File: config.mk
export PLATFORM = sky130hd
export DESIGN_NAME = hazard_unit_flat
export DESIGN_NICKNAME = d
export VERILOG_FILES = /design/src/rtl/hazard_pkg.sv /design/src/rtl/hazard_if.sv /design/src/rtl/hazard_fwd_sel.sv /design/src/rtl/hazard_unit.sv /design/src/flat_wrapper.sv
export SDC_FILE = /design/constraint.sdc
export NUM_CORES = 1
export LEC_CHECK = 0
export ABC_AREA = 1
export BUFFER_PORTS_ARGS = -buffer_cell sky130_fd_sc_hd__buf_4
export CAP_MARGIN = 40
export CORE_ASPECT_RATIO = 1.2
export CORE_MARGIN = 2
export CORE_UTILIZATION = 45
export DETAILED_ROUTE_END_ITERATION = 10
export PLACE_DENSITY = 0.73
export SYNTH_ARGS = -nofsm -noshare
export SYNTH_HDL_FRONTEND = slang
export SYNTH_SLANG_ARGS = --single-unit
export TNS_END_PERCENT = 10
File: constraint.sdc
create_clock -name clk -period 2 [get_ports clk]
set_clock_uncertainty 0.1 [all_clocks]
set_input_delay 0.2 -clock clk [delete_from_list [all_inputs] [get_ports clk]]
set_output_delay 0.2 -clock clk [all_outputs]
set_load 0.02 [all_outputs]
File: src/rtl/hazard_pkg.sv
// Shared types and constants for the pipeline hazard unit.
//   REG_W     : register-address width used by the unit and its interface
//   fwd_sel_t : ALU operand source select (register file, Writeback, Memory)
package hazard_pkg;

    localparam int unsigned REG_W = 5;

    typedef enum logic [1:0] {
        FWD_RF  = 2'b00,
        FWD_WB  = 2'b01,
        FWD_MEM = 2'b10
    } fwd_sel_t;

endpackage

File: src/rtl/hazard_if.sv
// Bundle of pipeline-side signals seen by the hazard unit.
//   master : pipeline side, drives the stage addresses/controls, reads stall/flush/forward
//   slave  : hazard unit side
// Inputs : Rs1D, Rs2D, Rs1E, Rs2E, RdE, RegWriteE, LoadE, PCSrcE
// Outputs: StallF, StallD, FlushD, FlushE, ForwardAE, ForwardBE, stall_cnt, flush_cnt
interface hazard_if #(
    parameter int unsigned REG_W = hazard_pkg::REG_W,
    parameter int unsigned CNT_W = 16
);

    logic [REG_W-1:0]     Rs1D;
    logic [REG_W-1:0]     Rs2D;
    logic [REG_W-1:0]     Rs1E;
    logic [REG_W-1:0]     Rs2E;
    logic [REG_W-1:0]     RdE;
    logic                 RegWriteE;
    logic                 LoadE;
    logic                 PCSrcE;

    logic                 StallF;
    logic                 StallD;
    logic                 FlushD;
    logic                 FlushE;
    hazard_pkg::fwd_sel_t ForwardAE;
    hazard_pkg::fwd_sel_t ForwardBE;
    logic [CNT_W-1:0]     stall_cnt;
    logic [CNT_W-1:0]     flush_cnt;

    modport master (
        output Rs1D, Rs2D, Rs1E, Rs2E, RdE, RegWriteE, LoadE, PCSrcE,
        input  StallF, StallD, FlushD, FlushE, ForwardAE, ForwardBE, stall_cnt, flush_cnt
    );

    modport slave (
        input  Rs1D, Rs2D, Rs1E, Rs2E, RdE, RegWriteE, LoadE, PCSrcE,
        output StallF, StallD, FlushD, FlushE, ForwardAE, ForwardBE, stall_cnt, flush_cnt
    );

endinterface

File: src/rtl/hazard_fwd_sel.sv
// Forward-source select for one ALU operand in Execute.
//   rs_e_i        : source address of the Execute operand
//   rd_m_i        : destination held in the Memory tracking slot
//   reg_write_m_i : Memory slot writes its destination
//   rd_w_i        : destination held in the Writeback tracking slot
//   reg_write_w_i : Writeback slot writes its destination
//   fwd_o         : FWD_MEM, FWD_WB or FWD_RF
module hazard_fwd_sel
    import hazard_pkg::*;
#(
    parameter int unsigned AddrW = REG_W
) (
    input  logic [AddrW-1:0] rs_e_i,
    input  logic [AddrW-1:0] rd_m_i,
    input  logic             reg_write_m_i,
    input  logic [AddrW-1:0] rd_w_i,
    input  logic             reg_write_w_i,
    output fwd_sel_t         fwd_o
);

    // x0 is hardwired; a zero source never forwards. Since rd == rs is required,
    // checking rs != 0 also excludes rd == 0. Memory is the younger producer and wins.
    always_comb begin
        fwd_o = FWD_RF;
        if (rs_e_i != '0) begin
            if (reg_write_m_i && (rd_m_i == rs_e_i)) begin
                fwd_o = FWD_MEM;
            end else if (reg_write_w_i && (rd_w_i == rs_e_i)) begin
                fwd_o = FWD_WB;
            end
        end
    end

endmodule

File: src/rtl/hazard_unit.sv
// Pipeline hazard unit: load-use stall detection, branch flush, operand forwarding
// and saturating event counters.
//   clk   : clock, all state on the rising edge
//   rst_n : asynchronous active-low reset, clears tracking slots and counters
//   bus   : hazard_if slave port (stage addresses/controls in, stall/flush/forward/counters out)
// Hazard and forward outputs are purely combinational from the inputs and the two
// tracking slots (M, W), which shadow the pipeline's Memory and Writeback destinations.
module hazard_unit #(
    parameter int unsigned CNT_W = 16,
    parameter int unsigned REG_W = hazard_pkg::REG_W
) (
    input  logic     clk,
    input  logic     rst_n,
    hazard_if.slave  bus
);

    logic [REG_W-1:0] rd_m_q;
    logic             reg_write_m_q;
    logic [REG_W-1:0] rd_w_q;
    logic             reg_write_w_q;
    logic [CNT_W-1:0] stall_cnt_q, stall_cnt_d;
    logic [CNT_W-1:0] flush_cnt_q, flush_cnt_d;

    logic lw_hit;
    logic stall;

    // Load in Execute whose result is needed by the instruction in Decode.
    assign lw_hit = bus.LoadE && bus.RegWriteE && (bus.RdE != '0) &&
                    ((bus.RdE == bus.Rs1D) || (bus.RdE == bus.Rs2D));

    // A taken branch squashes Decode anyway, so stalling would be pointless.
    assign stall = lw_hit && !bus.PCSrcE;

    assign bus.StallF    = stall;
    assign bus.StallD    = stall;
    assign bus.FlushD    = bus.PCSrcE;
    assign bus.FlushE    = bus.PCSrcE || lw_hit;
    assign bus.stall_cnt = stall_cnt_q;
    assign bus.flush_cnt = flush_cnt_q;

    hazard_fwd_sel #(
        .AddrW (REG_W)
    ) u_fwd_a (
        .rs_e_i        (bus.Rs1E),
        .rd_m_i        (rd_m_q),
        .reg_write_m_i (reg_write_m_q),
        .rd_w_i        (rd_w_q),
        .reg_write_w_i (reg_write_w_q),
        .fwd_o         (bus.ForwardAE)
    );

    hazard_fwd_sel #(
        .AddrW (REG_W)
    ) u_fwd_b (
        .rs_e_i        (bus.Rs2E),
        .rd_m_i        (rd_m_q),
        .reg_write_m_i (reg_write_m_q),
        .rd_w_i        (rd_w_q),
        .reg_write_w_i (reg_write_w_q),
        .fwd_o         (bus.ForwardBE)
    );

    // Saturating counters: hold at all-ones instead of wrapping.
    always_comb begin
        stall_cnt_d = stall_cnt_q;
        flush_cnt_d = flush_cnt_q;
        if (stall && (stall_cnt_q != '1)) begin
            stall_cnt_d = stall_cnt_q + CNT_W'(1);
        end
        if (bus.PCSrcE && (flush_cnt_q != '1)) begin
            flush_cnt_d = flush_cnt_q + CNT_W'(1);
        end
    end

    // Tracking slots never stall: they follow the Execute destination every cycle.
    always_ff @(posedge clk or negedge rst_n) begin
        if (!rst_n) begin
            rd_m_q        <= '0;
            reg_write_m_q <= 1'b0;
            rd_w_q        <= '0;
            reg_write_w_q <= 1'b0;
            stall_cnt_q   <= '0;
            flush_cnt_q   <= '0;
        end else begin
            rd_m_q        <= bus.RdE;
            reg_write_m_q <= bus.RegWriteE;
            rd_w_q        <= rd_m_q;
            reg_write_w_q <= reg_write_m_q;
            stall_cnt_q   <= stall_cnt_d;
            flush_cnt_q   <= flush_cnt_d;
        end
    end

endmodule

File: src/flat_wrapper.sv
// flat-port wrapper written by rule: the top's interface ports become plain ports
module hazard_unit_flat 
#(
    parameter int unsigned CNT_W = 16,
    parameter int unsigned REG_W = hazard_pkg::REG_W
)
  (clk, rst_n, bus_Rs1D, bus_Rs2D, bus_Rs1E, bus_Rs2E, bus_RdE, bus_RegWriteE, bus_LoadE, bus_PCSrcE, bus_StallF, bus_StallD, bus_FlushD, bus_FlushE, bus_ForwardAE, bus_ForwardBE, bus_stall_cnt, bus_flush_cnt);
  hazard_if #(.REG_W(REG_W), .CNT_W(CNT_W)) bus_i ();
  input  logic clk;
  input  logic rst_n;
  input wire logic [$bits(bus_i.Rs1D)-1:0] bus_Rs1D;
  input wire logic [$bits(bus_i.Rs2D)-1:0] bus_Rs2D;
  input wire logic [$bits(bus_i.Rs1E)-1:0] bus_Rs1E;
  input wire logic [$bits(bus_i.Rs2E)-1:0] bus_Rs2E;
  input wire logic [$bits(bus_i.RdE)-1:0] bus_RdE;
  input wire logic [$bits(bus_i.RegWriteE)-1:0] bus_RegWriteE;
  input wire logic [$bits(bus_i.LoadE)-1:0] bus_LoadE;
  input wire logic [$bits(bus_i.PCSrcE)-1:0] bus_PCSrcE;
  output wire logic [$bits(bus_i.StallF)-1:0] bus_StallF;
  output wire logic [$bits(bus_i.StallD)-1:0] bus_StallD;
  output wire logic [$bits(bus_i.FlushD)-1:0] bus_FlushD;
  output wire logic [$bits(bus_i.FlushE)-1:0] bus_FlushE;
  output wire logic [$bits(bus_i.ForwardAE)-1:0] bus_ForwardAE;
  output wire logic [$bits(bus_i.ForwardBE)-1:0] bus_ForwardBE;
  output wire logic [$bits(bus_i.stall_cnt)-1:0] bus_stall_cnt;
  output wire logic [$bits(bus_i.flush_cnt)-1:0] bus_flush_cnt;
  assign bus_i.Rs1D = bus_Rs1D;
  assign bus_i.Rs2D = bus_Rs2D;
  assign bus_i.Rs1E = bus_Rs1E;
  assign bus_i.Rs2E = bus_Rs2E;
  assign bus_i.RdE = bus_RdE;
  assign bus_i.RegWriteE = bus_RegWriteE;
  assign bus_i.LoadE = bus_LoadE;
  assign bus_i.PCSrcE = bus_PCSrcE;
  assign bus_StallF = bus_i.StallF;
  assign bus_StallD = bus_i.StallD;
  assign bus_FlushD = bus_i.FlushD;
  assign bus_FlushE = bus_i.FlushE;
  assign bus_ForwardAE = bus_i.ForwardAE;
  assign bus_ForwardBE = bus_i.ForwardBE;
  assign bus_stall_cnt = bus_i.stall_cnt;
  assign bus_flush_cnt = bus_i.flush_cnt;
  hazard_unit #(.CNT_W(CNT_W), .REG_W(REG_W)) u_core (.clk(clk), .rst_n(rst_n), .bus(bus_i));
endmodule
==> flow_summary_export.csv <==
group,metric,value,unit
floorplanning,ios,70,
timing,max_slew.worst_pin.slew,0.5584,ns
run,cap_viol_max_count,0,
cells_and_area,drive_above_1_share,0.2084,
timing,slew_headroom,0.6277,
timing,timing.final.ws_setup,0.1770,ns
logic_synthesis,synth_nets,403,
detailed_routing,vias_per_cell,4.774,
outcome,status,"complete, no violations",
timing,min_period_over_period,0.9115,
floorplanning,die_h,88.84,um
cells_and_area,syn2layout_area_growth,28.93,%
cells_and_area,multi_input_area,1355,um^2
critical_path,critPathLaunchType,"flop",
timing,hold_viol_final,0,
global_routing,grt_pass1_vias,2429,
logic_synthesis,synth_cells,371,
floorplanning,fp-row-count,30,
detailed_routing,drtIter0Drc,101,
timing,final-max-slew-violation-count,0,
place,place_area,3279,um^2
critical_path,slowest_stage,"dfrtp_1",
logic_synthesis,synth_area,2699,um^2
worst_hold_path,hp-class,"in -> reg",
clocking,cts-root-buf,"clkbuf_8",
critical_path,slowest_delay,0.42,ns
detailed_routing,drt-wirelength-per-cell,11.90,um
logic_synthesis,synthTopCellsByArea,"dfrtp_1 41%, nand2_1 17%, xor2_1 7.5%",
clocking,clockBufferDepth,2,
timing,setup_viol,0,
clocking,clkSinkCount,44,
global_routing,antenna_found_initial,0,
floorplanning,initial_core_util,0.4699,
critical_path,path_buf_inv,1,
cells_and_area,ff_latch_area,1102,um^2
critical_path,crit-reg2reg-launch,"u_core.bus.flush_cnt[0]$_DFFE_PN0P_",
detailed_routing,ant_nets,0,
clocking,path_clk_slew,0.08,ns
power,power_density,702.0,nW/um^2
critical_path,cp.arrival,1.52,ns
detailed_routing,drt-total-wl,6318,um
cells_and_area,num_antenna_cells,0,
critical_path,critPathRequiredTime,1.70,ns
critical_path,path_cells,"xor2_1, nor3_1, nand4_1, nor2b_1, buf_4",
cells_and_area,final_core_util,0.6059,
place,hpwl,4778,um
logic_synthesis,yosysUniqueCellTypes,27,
detailed_routing,drt_pass1_iterations,4,
global_routing,grt_pass1_wl,10680,um
critical_path,cp-startpoint,"u_core.rd_m_q[3]$_DFF_PN0_",
timing,tns,0,ns
place,port_buffers,69,
clocking,clk_latency,0.29,ns
place,placed_cells,516,
critical_path,worstSetupEndpointType,"primary output",
place,dp_slack,0.1489,ns
worst_hold_path,holdCritStartpoint,"bus_PCSrcE",
logic_synthesis,yosysWarnings,0,
global_routing,grt_max_degree,45,
clocking,cts_setup_buffers,0,
critical_path,path_delay_family,"simple AND/OR/NAND/NOR gates",
cells_and_area,nets,482,
logic_synthesis,avgSynthCellArea,7.274,um^2
floorplanning,die-area,6636,um^2
timing,min_period,1.823,ns
clocking,cts_buffers,5,
global_routing,track_usage,0.2044,
critical_path,cp_max_fo,3,
power,p_leak,1.826,nW
floorplanning,fp.coreArea,5743,um^2
cells_and_area,finalInstanceArea,3480,um^2
detailed_routing,num_vias,2535,
place,gp_congestion,0.9185,
timing,max_freq,548.6,MHz
logic_synthesis,ys_seq_elements,44,
logic_synthesis,synth_top_area_frac,0.4080,
detailed_routing,drc,0,
logic_synthesis,yosysTopAreaCell,"dfrtp_1",
clocking,htree_levels,2,
global_routing,grt-ovfl-total,0,
critical_path,crit_type,"reg -> out",
floorplanning,die_w,74.70,um
cells_and_area,fin_cells,531,
timing,grt_setup_unrepaired,"no",
power,peakVddDrop,0.4313,mV
logic_synthesis,yosysSeqAreaShare,0.4080,
clocking,cts_tree,"yes",
cells_and_area,fillers,529,
cells by family after synthesis:
family          Yosys count  synth area share
simple gates            219            0.3547
buf+inv                  59           0.09179
flops                    44            0.4080
xor+xnor                 33            0.1071
compound gates           14           0.02921
fa+ha+maj                 2          0.009271
what timing repair did:
item,CTS,global route
gates resized for setup,0,3
hold buffers,7,0
endpoints found under the hold margin,50,0
setup endpoints to repair,0,4
synthesized netlist by cell type:
cell	instances
nor3_1	14
nand4_1	12
a211oi_1	1
o22ai_1	2
o21ai_0	9
nand3_1	17
nor2_1	40
nor3_2	2
nor4_2	1
ha_1	2
inv_2	4
nor2_4	1
nor2b_1	1
a21oi_1	1
inv_1	50
nor2_2	1
nand3_2	2
nand3b_1	1
nand2_1	123
xnor2_1	10
buf_6	2
buf_4	3
nand4_2	1
xor2_1	23
dfrtp_1	44
nand2_2	3
o2111ai_1	1
report_power, final:
part           internal (mW)  switching (mW)
clock network          0.409           0.301
registers              0.985           0.130
logic                  0.268           0.349
total                   1.66           0.781
worst register-to-register path: cells and delay by family, from the launching register on:
| family | cells | cell delay, ns |
|---|---|---|
| adder cells (fa/ha/maj) | 1 | 0.24 |
| AND/OR/NAND/NOR | 6 | 0.59 |
| AO/OA/AOI/OAI | 1 | 0.16 |
| buffers and inverters | 1 | 0.13 |
| flip-flops | 1 | 0.45 |
cell type report:
class                      instances  share of cell area
timing repair buffer              77              0.1712
multi-input combinational        268              0.3894
sequential                        44              0.3168
clock buffer                       6             0.02373
tap                               80             0.02877
inverter                          54             0.05897
clock inverter                     2             0.01115
stage by stage:
| step | total power, mW | hold WS, ns |
|---|---|---|
| floorplan | 1.447 | -0.1956 |
| global placement | 1.721 | 0.1341 |
| detailed placement | 1.732 | 0.1336 |
| CTS | 2.463 | 0.2166 |
| global route | 2.592 | 0.1929 |
| finish | 2.443 | 0.1753 |
worst paths after layout:
| kind | slack [ns] | end | depth (start not counted) |
|---|---|---|---|
| max reg2reg | 0.23 | u_core.bus.flush_cnt[15]$_DFFE_PN0P_ | 9 |
| min in group asynchronous | 0.34 | u_core.bus.stall_cnt[0]$_DFFE_PN0P_ | 2 |
| max in group asynchronous | 1.05 | u_core.bus.flush_cnt[0]$_DFFE_PN0P_ | 2 |
| max | 0.18 | bus_ForwardBE[0] | 5 |
| min | 0.18 | u_core.bus.flush_cnt[0]$_DFFE_PN0P_ | 3 |
| min reg2reg | 0.33 | u_core.reg_write_w_q$_DFF_PN0_ | 0 |
layer usage:
layer / up-vias / part of all wire / global-route usage
met5: - / 0 / 0
met4: 0 / 0.013 / 0.05032
met3: 9 / 0.044 / 0.03189
met2: 54 / 0.52 / 0.3693
met1: 1166 / 0.42 / 0.2527
li1: 1306 / - / -
registers in the layout, indices dropped and copies added (netlist names):
signal                count
u_core.bus.flush_cnt     16
u_core.bus.stall_cnt     16
u_core.rd_m_q             5
u_core.rd_w_q             5
u_core.reg_write_m_q      1
u_core.reg_write_w_q      1
cells in the final DEF (no fill, tap or decap), types with 2 or more instances in the layout:
| cell type | count |
|---|---|
| buf_4 | 70 |
| clkbuf_8 | 6 |
| dfrtp_1 | 43 |
| dlygate4sd3_1 | 7 |
| ha_1 | 2 |
| inv_1 | 50 |
| inv_2 | 3 |
| nand2_1 | 123 |
| nand2_2 | 2 |
| nand3_1 | 17 |
| nand3_2 | 2 |
| nand4_1 | 12 |
| nor2_1 | 40 |
| nor3_1 | 14 |
| nor3_2 | 2 |
| o21ai_0 | 9 |
| o22ai_1 | 2 |
| xnor2_1 | 10 |
| xor2_1 | 23 |
(Power assumes the default switching activity.)
